<file path="src/rtl/branch_pc_redirect_if.sv">
// branch_pc_redirect_if: execute-to-fetch redirect bus and the PC/status it returns
interface branch_pc_redirect_if #(parameter int ADDR_W = 32);
    logic              stall;
    logic              branch_taken;
    logic [ADDR_W-1:0] branch_target;
    logic              jump;
    logic [ADDR_W-1:0] jump_target;
    logic              halt_req;
    logic [ADDR_W-1:0] pc;
    logic              pc_valid;
    logic              flush;
    logic              misalign_err;
    logic [15:0]       redirect_cnt;
    modport master (
        output stall, branch_taken, branch_target, jump, jump_target, halt_req,
        input  pc, pc_valid, flush, misalign_err, redirect_cnt
    );
    modport slave (
        input  stall, branch_taken, branch_target, jump, jump_target, halt_req,
        output pc, pc_valid, flush, misalign_err, redirect_cnt
    );
endinterface

</file>
<file path="src/rtl/branch_pc_redirect.sv">
// branch_pc_redirect: owns the PC, applies branch/jump redirects and squashes wrong-path slots
module branch_pc_redirect #(
    parameter int                 ADDR_W       = 32,
    parameter logic [ADDR_W-1:0]  RESET_PC     = '0,
    parameter int                 PC_STEP      = 4,
    parameter int                 FLUSH_CYCLES = 2
) (
    input logic                 clk,
    input logic                 rst,
    branch_pc_redirect_if.slave bus
);
    typedef enum logic [1:0] {RUN, FLUSH, HALT} state_t;
    state_t            r_state;
    logic [3:0]        r_cnt;
    logic [ADDR_W-1:0] r_pc;
    logic              r_valid;
    logic              r_flush;
    logic              r_mis;
    logic [15:0]       r_rcnt;
    logic              w_redirect;
    logic [ADDR_W-1:0] w_target;
    assign w_redirect = bus.branch_taken | bus.jump;
    assign w_target   = bus.branch_taken ? bus.branch_target : bus.jump_target;
    assign bus.pc           = r_pc;
    assign bus.pc_valid     = r_valid;
    assign bus.flush        = r_flush;
    assign bus.misalign_err = r_mis;
    assign bus.redirect_cnt = r_rcnt;
    // PC/FSM update: rst > halt > stall > redirect > sequential; first post-reset edge only arms pc_valid
    always_ff @(posedge clk) begin
        if (rst) begin
            r_state <= RUN;
            r_cnt   <= '0;
            r_pc    <= RESET_PC;
            r_valid <= 1'b0;
            r_flush <= 1'b0;
            r_mis   <= 1'b0;
            r_rcnt  <= '0;
        end else if (bus.halt_req) begin
            r_state <= HALT;
            r_valid <= 1'b0;
            r_flush <= 1'b0;
        end else if (r_state != HALT && !bus.stall) begin
            if (!r_valid) begin
                r_valid <= 1'b1;
            end else if (r_state == RUN && w_redirect) begin
                r_pc    <= {w_target[ADDR_W-1:2], 2'b00};
                r_rcnt  <= r_rcnt + {15'd0, r_rcnt != 16'hFFFF};
                r_mis   <= r_mis | (w_target[1:0] != 2'b00);
                r_state <= FLUSH;
                r_cnt   <= 4'(FLUSH_CYCLES);
                r_flush <= 1'b1;
            end else begin
                r_pc <= r_pc + ADDR_W'(PC_STEP);
                if (r_state == FLUSH) begin
                    r_cnt <= r_cnt - 4'd1;
                    if (r_cnt == 4'd1) begin
                        r_state <= RUN;
                        r_flush <= 1'b0;
                    end
                end
            end
        end
    end
endmodule
</file>
<file path="src/flat_wrapper.sv">
// flat-port wrapper written by rule: the top's interface ports become plain ports
module branch_pc_redirect_flat 
#(
    parameter int                 ADDR_W       = 32,
    parameter logic [ADDR_W-1:0]  RESET_PC     = '0,
    parameter int                 PC_STEP      = 4,
    parameter int                 FLUSH_CYCLES = 2
)
  (clk, rst, bus_stall, bus_branch_taken, bus_branch_target, bus_jump, bus_jump_target, bus_halt_req, bus_pc, bus_pc_valid, bus_flush, bus_misalign_err, bus_redirect_cnt);
  branch_pc_redirect_if #(.ADDR_W(ADDR_W)) bus_i ();
  input logic clk;
  input logic rst;
  input wire logic [$bits(bus_i.stall)-1:0] bus_stall;
  input wire logic [$bits(bus_i.branch_taken)-1:0] bus_branch_taken;
  input wire logic [$bits(bus_i.branch_target)-1:0] bus_branch_target;
  input wire logic [$bits(bus_i.jump)-1:0] bus_jump;
  input wire logic [$bits(bus_i.jump_target)-1:0] bus_jump_target;
  input wire logic [$bits(bus_i.halt_req)-1:0] bus_halt_req;
  output wire logic [$bits(bus_i.pc)-1:0] bus_pc;
  output wire logic [$bits(bus_i.pc_valid)-1:0] bus_pc_valid;
  output wire logic [$bits(bus_i.flush)-1:0] bus_flush;
  output wire logic [$bits(bus_i.misalign_err)-1:0] bus_misalign_err;
  output wire logic [$bits(bus_i.redirect_cnt)-1:0] bus_redirect_cnt;
  assign bus_i.stall = bus_stall;
  assign bus_i.branch_taken = bus_branch_taken;
  assign bus_i.branch_target = bus_branch_target;
  assign bus_i.jump = bus_jump;
  assign bus_i.jump_target = bus_jump_target;
  assign bus_i.halt_req = bus_halt_req;
  assign bus_pc = bus_i.pc;
  assign bus_pc_valid = bus_i.pc_valid;
  assign bus_flush = bus_i.flush;
  assign bus_misalign_err = bus_i.misalign_err;
  assign bus_redirect_cnt = bus_i.redirect_cnt;
  branch_pc_redirect #(.ADDR_W(ADDR_W), .RESET_PC(RESET_PC), .PC_STEP(PC_STEP), .FLUSH_CYCLES(FLUSH_CYCLES)) u_core (.clk(clk), .rst(rst), .bus(bus_i));
endmodule
</file>
<file path="config.mk">
export PLATFORM = sky130hd
export DESIGN_NAME = branch_pc_redirect_flat
export DESIGN_NICKNAME = d
export VERILOG_FILES = /design/src/rtl/branch_pc_redirect_if.sv /design/src/rtl/branch_pc_redirect.sv /design/src/flat_wrapper.sv
export SDC_FILE = /design/constraint.sdc
export NUM_CORES = 1
export LEC_CHECK = 0
export CORE_MARGIN = 4
export CORE_UTILIZATION = 45
export DETAILED_ROUTE_END_ITERATION = 7
export GPL_TIMING_DRIVEN = 0
export HOLD_SLACK_MARGIN = 0.08
export PLACE_DENSITY = 0.79
export SYNTH_ARGS = -nofsm -noshare
export SYNTH_HDL_FRONTEND = slang
export SYNTH_SLANG_ARGS = --single-unit
</file>
<file path="constraint.sdc">
create_clock -name clk -period 4.8 [get_ports clk]
set_clock_uncertainty 0.1 [all_clocks]
set_input_delay 0.72 -clock clk [delete_from_list [all_inputs] [get_ports clk]]
set_output_delay 0.72 -clock clk [all_outputs]
set_load 0.02 [all_outputs]
</file>
==> summary.txt <==
Synthesis
  – Post-Syn Area: 3390 um^2
  – Post-synthesis cell type count: 52
  – Synth warn: 0
  – Cells after Synth: 442
  – FFs w/ async S/R, synth: 0%
  – Seq/Total Area, Yosys: 31.9%
  – Yosys reg bits: 54
  – Post-synth EDFFs: 0
  – Avg Inst Size Synth: 7.67 um^2
  – Top FF cell, synth: dfxtp_1

Floorplan
  – Core ar.: 7290 um^2
  – Die width: 94.8 um
  – # rows: 31
  – IO Pins: 121
  – Die height: 94.8 um
  – Die area: 8990 um^2
  – Starting Density: 46.5%

Placed design
  – Placer Congestion: 0.957
  – Placed cells: 658
  – HPWL Detailed: 9200 um
  – Port Buffers: 116
  – Pre-CTS setup slack: 1.45 ns

GRT
  – GR met1 Demand/Resource: 35.1%
  – Total grt overflow: 0
  – Global-route usage over all layers: 27.2%
  – Grt peak-use layer: met2
  – Antenna violations before repair: 0
  – Met2 GRT Util: 44.7%
  – Grt met3 use: 5.90%
  – First-pass GRT wire length: 19100 um
  – Vias in the first global route: 3728
  – Largest net degree at the start of global routing: 17

CTS
  – Root Buffer Master: clkbuf_8
  – CTS buffer count: 5
  – Worst-skew pair later-pin latency: 0.32 ns
  – Clock Sinks: 54
  – CTS HTree Levels: 2
  – CTS resizes: 0
  – Clock buffer depth: 2
  – Clock tree from TritonCTS: done
  – Clk pin slew, worst setup/hold paths: 0.10 ns
  – Hold-fix buffers, CTS: 0
  – Setup Buffers After CTS: 0

Routing
  – Routed vias: 3969
  – 1st-pass router iterations: 6
  – DRC: 0
  – Detailed Route WL: 12300 um
  – Antenna-violating nets left: 0
  – Post-DR wirelength/cell: 18.4 um
  – Initial DRC Count: 295
  – Vias per cell: 5.97

Timing
  – Fin. max-slew vios: 0
  – Endpoints failing setup: 0
  – Final cycle utilization of the critical path: 63.4%
  – Min cycle time layout: 3.04 ns
  – Slew HR: 43.4%
  – Max Clk Rate: 328 MHz
  – Setup TNS: 0 ns
  – Hold WS: 0.391 ns
  – RSZ-0062 raised after global routing: no
  – Min setup slack post-route: 1.76 ns
  – Worst slew pin tran: 0.848 ns
  – Hold Vio Cnt, Final: 0

Final layout
  – Area grow syn2layout: 41.2%
  – Commonest non-fill, non-tap cell in the layout: clkdlybuf4s50_1
  – Fin cells: 665
  – Nets: 641
  – Most frequent cells in the layout: clkdlybuf4s50_1 (116), dfxtp_1 (54), nor2_1 (45)
  – Filler instances: 686
  – Ant diodes: 0
  – Final Util: 65.6%
  – Layout cell share with drive strength beyond 1: 5.30%

Power
  – Sequential share of power: 48.5%
  – Gate power share: 17.9%
  – Worst IR Drop VDD: 111 uV
  – Clock power share: 33.7%
  – Int Power: 692 uW
  – Power Density: 197 nW/um^2
  – P_sw: 251 uW
  – Switching share of power: 26.6%
  – Leak Pwr: 0.00159 uW

Flow run
  – Max-Cap Viols: 0

Critical path
  – Worst Path Max Fanout: 10
  – Worst endpoint required time: 4.92 ns
  – Critical path arrival: 3.16 ns
  – Setup crit start: bus_jump
  – Worst setup SP type: input port
  – Crit Reg-Reg Startpoint: u_core.bus.redirect_cnt[8]$_SDFFE_PP0P_
  – Crit Path Class: input port to flip-flop
  – Crit end category: flip-flop

Hold path
  – Worst Hold Launch: u_core.bus.misalign_err$_SDFFE_PP0P_
  – Worst min-delay path class: flip-flop to flip-flop

Run status
  – Outcome: finished, final reports clean
routing by layer:
layer  wire length, um  up-vias
li1                  -     1872
met1              5120     1870
met2              5770      197
met3              1050       30
met4               319        0
met5                 0        -
registers in the layout, summed over array words and instances (netlist names):
name                     flops
u_core.bus.misalign_err      1
u_core.bus.pc               30
u_core.bus.redirect_cnt     16
u_core.bus.pc_valid          1
u_core.bus.flush             1
u_core.r_cnt                 4
u_core.r_state               1
cell usage after synthesis, types with 5 or more instances:
library cell	n	area, um^2
and3_1	6	37.5
ha_1	5	62.6
mux2_2	9	101
xor2_1	12	105
nand3_1	23	115
nor3_1	25	125
dfxtp_1	54	1080
or3_1	6	37.5
a31oi_1	8	50.1
o21ai_0	22	110
a21oi_1	38	190
nand2_1	40	150
and2_1	5	31.3
nor4_1	7	43.8
o211ai_1	7	52.6
nand4_1	19	119
nor2_1	45	169
clkbuf_1	19	71.3
buf_2	6	30.0
mux2i_1	25	250
or4_1	5	37.5
power groups by stage:
stage | clock network (uW) | registers, uW | logic [uW]
2_1_floorplan | 0 | 469 | 73.1
3_3_place_gp | 0 | 467 | 165
3_5_place_dp | 0 | 467 | 167
4_1_cts | 317 | 457 | 167
5_1_grt | 335 | 457 | 180
6_report | 318 | 457 | 168
worst paths after layout:
path / slack (ns) / end / cells past startpoint
worst max register to register: 2.09 / u_core.bus.redirect_cnt[14]$_SDFFE_PP0P_ / 9
worst min-delay path: 0.39 / u_core.bus.misalign_err$_SDFFE_PP0P_ / 2
worst max-delay path: 1.76 / u_core.bus.pc[8]$_SDFFE_PP0P_ / 8
worst min register to register: 0.39 / u_core.bus.misalign_err$_SDFFE_PP0P_ / 2
logic make-up after synthesis:
family	count (synthesis)	synth area share (%)
XOR/XNOR	15	3.88
flip-flops	54	31.9
AO/OA/AOI/OAI	100	17.9
multiplexers	34	10.4
buffers and inverters	34	4.21
adder cells (fa/ha/maj)	5	1.85
AND/OR/NAND/NOR	199	29.8
other	1	0.111
through the flow:
stage	instance area, um^2	power (uW)
6_report	4790	943
5_1_grt	4790	973
4_1_cts	4790	941
3_5_place_dp	4680	634
3_3_place_gp	4680	632
2_1_floorplan	3390	543
area by class of cell:
type / instances / area, um^2 / share of cell area (%)
clock inverters: 2 / 38.8 / 0.810
repair buffers: 116 / 1160 / 24.3
multi-input cells: 355 / 2170 / 45.3
plain buffers: 31 / 131 / 2.75
flip-flops and latches: 54 / 1080 / 22.6
clock buffers: 5 / 68.8 / 1.44
inverters: 3 / 11.3 / 0.235
well taps: 99 / 124 / 2.59
worst max-delay path, cell delays in order:
cell	delay, ns
clkdlybuf4s50_1	0.42
o21bai_1	0.45
or2_2	0.20
buf_2	0.17
buf_2	0.29
buf_1	0.53
o22ai_1	0.14
a32o_1	0.24
(Power assumes the default switching activity.)
